===== src/rtl/servo_pwm_decoder.sv =====
// Servo PWM receive decoder: measures pulse high time, classifies it into a 2-bit position code,
// flags malformed pulses and loss of signal. Define PWM_DEC_GLITCH_FILTER_EN for the input filter.
module servo_pwm_decoder #(
    parameter int unsigned MIN_PULSE     = 25000,
    parameter int unsigned MAX_PULSE     = 125000,
    parameter int unsigned TH_1          = 62500,
    parameter int unsigned TH_2          = 87500,
    parameter int unsigned FRAME_TIMEOUT = 1500000
) (
    input  logic        clk,
    input  logic        rst_n,
    input  logic        pwm_in,
    output logic [17:0] width_out,
    output logic [1:0]  code,
    output logic        valid,
    output logic        err,
    output logic        signal_lost
);

    typedef enum logic [1:0] {StArm, StWaitRise, StHigh} state_e;

    localparam logic [17:0] MinW     = 18'(MIN_PULSE);
    localparam logic [17:0] MaxW     = 18'(MAX_PULSE);
    localparam logic [17:0] Th1W     = 18'(TH_1);
    localparam logic [17:0] Th2W     = 18'(TH_2);
    localparam logic [21:0] TimeoutW = 22'(FRAME_TIMEOUT);

    logic        sync1_q, sync2_q, s, s_prev_q, rise;
    state_e      state_q, state_d;
    logic [17:0] cnt_q, cnt_d, width_q, width_d;
    logic [1:0]  code_q, code_d, arm_cnt_q, arm_cnt_d;
    logic [21:0] timer_q, timer_d;
    logic        valid_q, valid_d, err_q, err_d, lost_q, lost_d;

    always_ff @(posedge clk or negedge rst_n) begin
        if (!rst_n) begin
            sync1_q  <= 1'b0;
            sync2_q  <= 1'b0;
            s_prev_q <= 1'b0;
        end else begin
            sync1_q  <= pwm_in;
            sync2_q  <= sync1_q;
            s_prev_q <= s;
        end
    end

`ifdef PWM_DEC_GLITCH_FILTER_EN
    logic       s_q, s_d;
    logic [1:0] filt_cnt_q, filt_cnt_d;

    // Commit a new level after three differing sync2 samples plus a matching fourth in sync1.
    always_comb begin
        s_d        = s_q;
        filt_cnt_d = 2'd0;
        if (sync2_q != s_q) begin
            if (filt_cnt_q == 2'd2 && sync1_q == sync2_q) begin
                s_d = sync2_q;
            end else if (filt_cnt_q != 2'd2) begin
                filt_cnt_d = filt_cnt_q + 2'd1;
            end else begin
                filt_cnt_d = filt_cnt_q;
            end
        end
    end

    always_ff @(posedge clk or negedge rst_n) begin
        if (!rst_n) begin
            s_q        <= 1'b0;
            filt_cnt_q <= 2'd0;
        end else begin
            s_q        <= s_d;
            filt_cnt_q <= filt_cnt_d;
        end
    end

    assign s = s_q;
`else
    assign s = sync2_q;
`endif

    assign rise = s & ~s_prev_q;

    always_comb begin
        state_d   = state_q;
        cnt_d     = cnt_q;
        arm_cnt_d = 2'd0;
        width_d   = width_q;
        code_d    = code_q;
        valid_d   = 1'b0;
        err_d     = 1'b0;
        unique case (state_q)
            // Require a sustained low through the whole chain so a pulse live at reset is skipped.
            StArm: begin
                if (!sync1_q && !s) begin
                    if (arm_cnt_q == 2'd2) begin
                        state_d = StWaitRise;
                    end else begin
                        arm_cnt_d = arm_cnt_q + 2'd1;
                    end
                end
            end
            StWaitRise: begin
                if (rise) begin
                    state_d = StHigh;
                    cnt_d   = 18'd1;
                end
            end
            StHigh: begin
                if (!s) begin
                    state_d = StWaitRise;
                    if (cnt_q < MinW) begin
                        err_d = 1'b1;
                    end else begin
                        valid_d = 1'b1;
                        width_d = cnt_q;
                        if (cnt_q < Th1W) begin
                            code_d = 2'd0;
                        end else if (cnt_q < Th2W) begin
                            code_d = 2'd1;
                        end else begin
                            code_d = 2'd2;
                        end
                    end
                end else if (cnt_q == MaxW) begin
                    cnt_d   = MaxW + 18'd1;
                    err_d   = 1'b1;
                    state_d = StArm;
                end else begin
                    cnt_d = cnt_q + 18'd1;
                end
            end
            default: state_d = StArm;
        endcase
    end

    always_comb begin
        timer_d = timer_q;
        lost_d  = lost_q;
        if (rise) begin
            timer_d = 22'd0;
        end else if (timer_q != TimeoutW) begin
            timer_d = timer_q + 22'd1;
        end
        if (valid_d) begin
            lost_d = 1'b0;
        end else if (timer_d == TimeoutW) begin
            lost_d = 1'b1;
        end
    end

    always_ff @(posedge clk or negedge rst_n) begin
        if (!rst_n) begin
            state_q   <= StArm;
            cnt_q     <= 18'd0;
            arm_cnt_q <= 2'd0;
            width_q   <= 18'd0;
            code_q    <= 2'd0;
            valid_q   <= 1'b0;
            err_q     <= 1'b0;
            timer_q   <= 22'd0;
            lost_q    <= 1'b0;
        end else begin
            state_q   <= state_d;
            cnt_q     <= cnt_d;
            arm_cnt_q <= arm_cnt_d;
            width_q   <= width_d;
            code_q    <= code_d;
            valid_q   <= valid_d;
            err_q     <= err_d;
            timer_q   <= timer_d;
            lost_q    <= lost_d;
        end
    end

    assign width_out   = width_q;
    assign code        = code_q;
    assign valid       = valid_q;
    assign err         = err_q;
    assign signal_lost = lost_q;

endmodule


===== config.mk =====
export PLATFORM = sky130hd
export DESIGN_NAME = servo_pwm_decoder
export DESIGN_NICKNAME = d
export VERILOG_FILES = /design/src/rtl/servo_pwm_decoder.sv
export SDC_FILE = /design/constraint.sdc
export NUM_CORES = 1
export LEC_CHECK = 0
export ABC_AREA = 1
export BUFFER_PORTS_ARGS = -buffer_cell sky130_fd_sc_hd__clkbuf_2
export CAP_MARGIN = 10
export CORE_AREA = 2 2 87 89
export CTS_CLUSTER_SIZE = 20
export DETAILED_ROUTE_END_ITERATION = 10
export DIE_AREA = 0 0 89 91
export PLACE_DENSITY = 0.75
export SYNTH_ARGS = -nofsm -noshare
export SYNTH_HDL_FRONTEND = slang
export SYNTH_SLANG_ARGS = --single-unit

===== constraint.sdc =====
create_clock -name clk -period 1.7 [get_ports clk]
set_clock_uncertainty 0.2 [all_clocks]
set_input_delay 0.085 -clock clk [delete_from_list [all_inputs] [get_ports clk]]
set_output_delay 0.085 -clock clk [all_outputs]
set_load 0.02 [all_outputs]

==> impl_metrics.json <==
{
  "crit_arrival_ps": 2360,
  "die_h_um": 91,
  "ys.flop_type": "dfrtp_1",
  "worst_slack_ps": -561,
  "drtPass1Iterations": 8,
  "yosysSeqAreaShare_pct": 45.8,
  "violations": "negative setup slack",
  "p_clk_share_pct": 33.2,
  "intPower_mw": 3.01,
  "async_flop_share_pct": 100,
  "via_count": 4636,
  "worst_pin_slew_ps": 420,
  "final_area_sq_um": 6280,
  "status": "finished, violations left",
  "drtAntennaViolNets": 0,
  "dp_hpwl_um": 7870,
  "grt_max_degree": 71,
  "syn_to_final_growth_pct": 64.2,
  "clkSinkCount": 70,
  "placementRows": 31,
  "worst-setup-path-type": "reg -> reg",
  "syn-instance-count": 510,
  "cp_max_fo": 5,
  "p_sw_mw": 1.42,
  "grt_pass1_vias": 4398,
  "p_total_mw": 4.43,
  "wl_um": 15800,
  "sw_frac_of_total_pct": 32.0,
  "wl_per_cell_um": 19.8,
  "cts_tree": "built",
  "p_seq_share_pct": 42.0,
  "fin_util_pct": 88.0,
  "start_util_pct": 53.6,
  "post-synth-top-count-cell": "nand2_1",
  "critPathBufInv": 4,
  "dpl_worst_slack_ps": -288,
  "clk_latency_ps": 370,
  "p_per_area_nw_per_um2": 706,
  "cts_buffers": 9,
  "synth_top_area_share_pct": 45.8,
  "rsz0062_at_grt": "true",
  "startpoint_type": "flop",
  "cpPeakStageDelay_ps": 450,
  "p_leak_nw": 3.01,
  "synth_area_sq_um": 3820,
  "drt_iter0_drc": 440,
  "grt.overflow.total": 0,
  "drv_cap": 0,
  "crit_family": "simple AND/OR/NAND/NOR gates",
  "crit_required_ps": 1800,
  "ys_seq_elements": 70,
  "setup_viol": 53,
  "final_net_count": 701,
  "syn_avg_cell_area_sq_um": 7.50,
  "core_area_sq_um": 7140,
  "synth_edf_count": 0,
  "fmax_ghz": 0.442,
  "diodes": 0,
  "die_w_um": 89,
  "finalMaxSlewViolations": 0,
  "finalHoldViolCount": 0,
  "ys.warnings.count": 0,
  "place_area_sq_um": 4890,
  "irDropWorstVdd_mv": 0.915,
  "crit_slowest_cell": "dfrtp_1",
  "cp_cell_sequence": "nand2_1 -> buf_4 -> nor2_1 -> inv_1 -> nor2_4 -> buf_4 -> buf_4 -> nand3_1 -> nand3_2 -> nor2_1 -> nand2_1 -> nor2_1 -> nand2_1 -> a21oi_2",
  "tns_ps": -14310,
  "min_period_ps": 2260,
  "synth_nets": 517,
  "place_congestion": 0.922,
  "synth.distinct_cells": 42,
  "cts_max_level": 3,
  "post_drt_via_cell_ratio": 5.81,
  "yosys.area.top_type": "dfrtp_1",
  "grt_pass1_wl_um": 21300,
  "io_pins": 26,
  "final.period_utilization_pct": 133,
  "drcViolationCount": 0,
  "dieArea_sq_um": 8100,
  "clk_path_buf_depth": 2,
  "cp-end-kind": "flop",
  "clk_pin_slew_ps": 80,
  "antenna_found_initial": 0,
  "worst_hold_path_type": "in -> async",
  "cts_root_buf": "clkbuf_8",
  "synthTopCellsByArea": "dfrtp_1 (46%), nand2_1 (12%), inv_1 (7.6%), nor2_1 (7.2%), nand3_1 (5.0%)",
  "track_usage_pct": 34.1,
  "io_buffers": 25,
  "drive_gt1_share_pct": 48.6,
  "p_comb_share_pct": 24.8,
  "slew_headroom_pct": 72.0,
  "yosys-top-cells-count": "nand2_1 (120), inv_1 (77), nor2_1 (73), dfrtp_1 (70), nand3_1 (38)"
}
## kinds of logic (layout without fill, tap and decap cells)
| kind of cell | count (synthesis) | count (layout) | synth area share, % |
|---|---|---|---|
| and+or+nand+nor | 279 | 279 | 32.5 |
| AOI/OAI and AO/OA | 61 | 61 | 8.96 |
| DFF | 70 | 70 | 45.8 |
| buffers and inverters | 88 | 277 | 9.62 |
| xor gates and xnor gates | 8 | 8 | 1.83 |
| adders and majority gates | 4 | 4 | 1.31 |
## sequential cells by signal, indices dropped and copies added (netlist names)
name and count:
code 2, state_q 2, sync1_q 1, s 1
cnt_q 18, signal_lost 1, width_out 18, arm_cnt_q 2
err 1, timer_q 22, valid 1, s_prev_q 1
## power by group through the flow
stage | Combinational, mW | Clock, mW | Sequential [mW]
3_3_place_gp | 0.729 | 0 | 1.85
2_1_floorplan | 0.371 | 0 | 1.86
5_1_grt | 1.18 | 1.54 | 1.87
3_5_place_dp | 0.743 | 0 | 1.86
6_report | 1.10 | 1.47 | 1.86
4_1_cts | 0.873 | 1.42 | 1.85
## per-stage QoR
stage	hold slack (ps)	instances
6_report	41.7	798
5_1_grt	126	798
4_1_cts	103	777
3_5_place_dp	-60.6	730
3_3_place_gp	-64.1	730
2_1_floorplan	-411	510
## worst min-delay path, cell delays in order
cell and delay, ps:
dlygate4sd3_1 520, buf_2 120, buf_12 280
## area by class of cell
type                       count  area [sq um]
clock inverter                 6          68.8
clock buffer                  10           138
fill                         329           855
timing repair buffer         182          1540
inverter                      79           319
sequential                    70          1760
tap                           99           124
multi-input combinational    352          2330
## repair_timing
| action | 4_1_cts | 5_1_grt |
|---|---|---|
| endpoints found under the setup margin | 49 | 58 |
| buffers inserted | 29 | 27 |
| pin swaps | 32 | 25 |
| hold buffers | 2 | 0 |
| resized for setup | 105 | 99 |
| hold endpoints to repair | 71 | 0 |
| gates cloned | 3 | 0 |
## final timing paths
kind | startpoint | to | slack [ps] | cells past startpoint
max | timer_q[11] | signal_lost | -560 | 14
min reg2reg | sync1_q | s | 220 | 0
max reg2reg | timer_q[11] | signal_lost | -560 | 14
max in group asynchronous | rst_n | timer_q[13] | 880 | 3
min | rst_n | timer_q[2] | 40 | 3
min in group clk | pwm_in | sync1_q | 170 | 2
## placed cells by master, fill, tap and decap left out, types with 3 or more instances in the layout
master,n
inv_1,67
or2_2,3
nor2_1,48
nand2_1,90
nand4_1,12
a21oi_2,6
nor3_1,6
buf_4,125
dfrtp_1,65
a21oi_1,6
ha_4,3
nor2_4,15
nand2_4,20
o21ai_2,20
buf_12,9
inv_2,6
o21ai_4,3
nand2_2,11
inv_4,4
clkbuf_8,10
buf_6,16
nor2_2,20
clkbuf_2,24
nor3_2,3
dfrtp_2,5
buf_8,3
nand3_2,5
nand3_1,30
o22ai_1,5
xor2_1,6
nand3_4,5
o21ai_1,10
## metal layers
metal	vias up	part of all wire (%)	global-route usage, %
met4	0	6.3	15.3
li1	1997	-	-
met3	104	7.8	6.09
met5	-	0	0
met1	2189	37	41.9
met2	346	49	57.6
No activity file was read; power rests on OpenSTA's default activity.
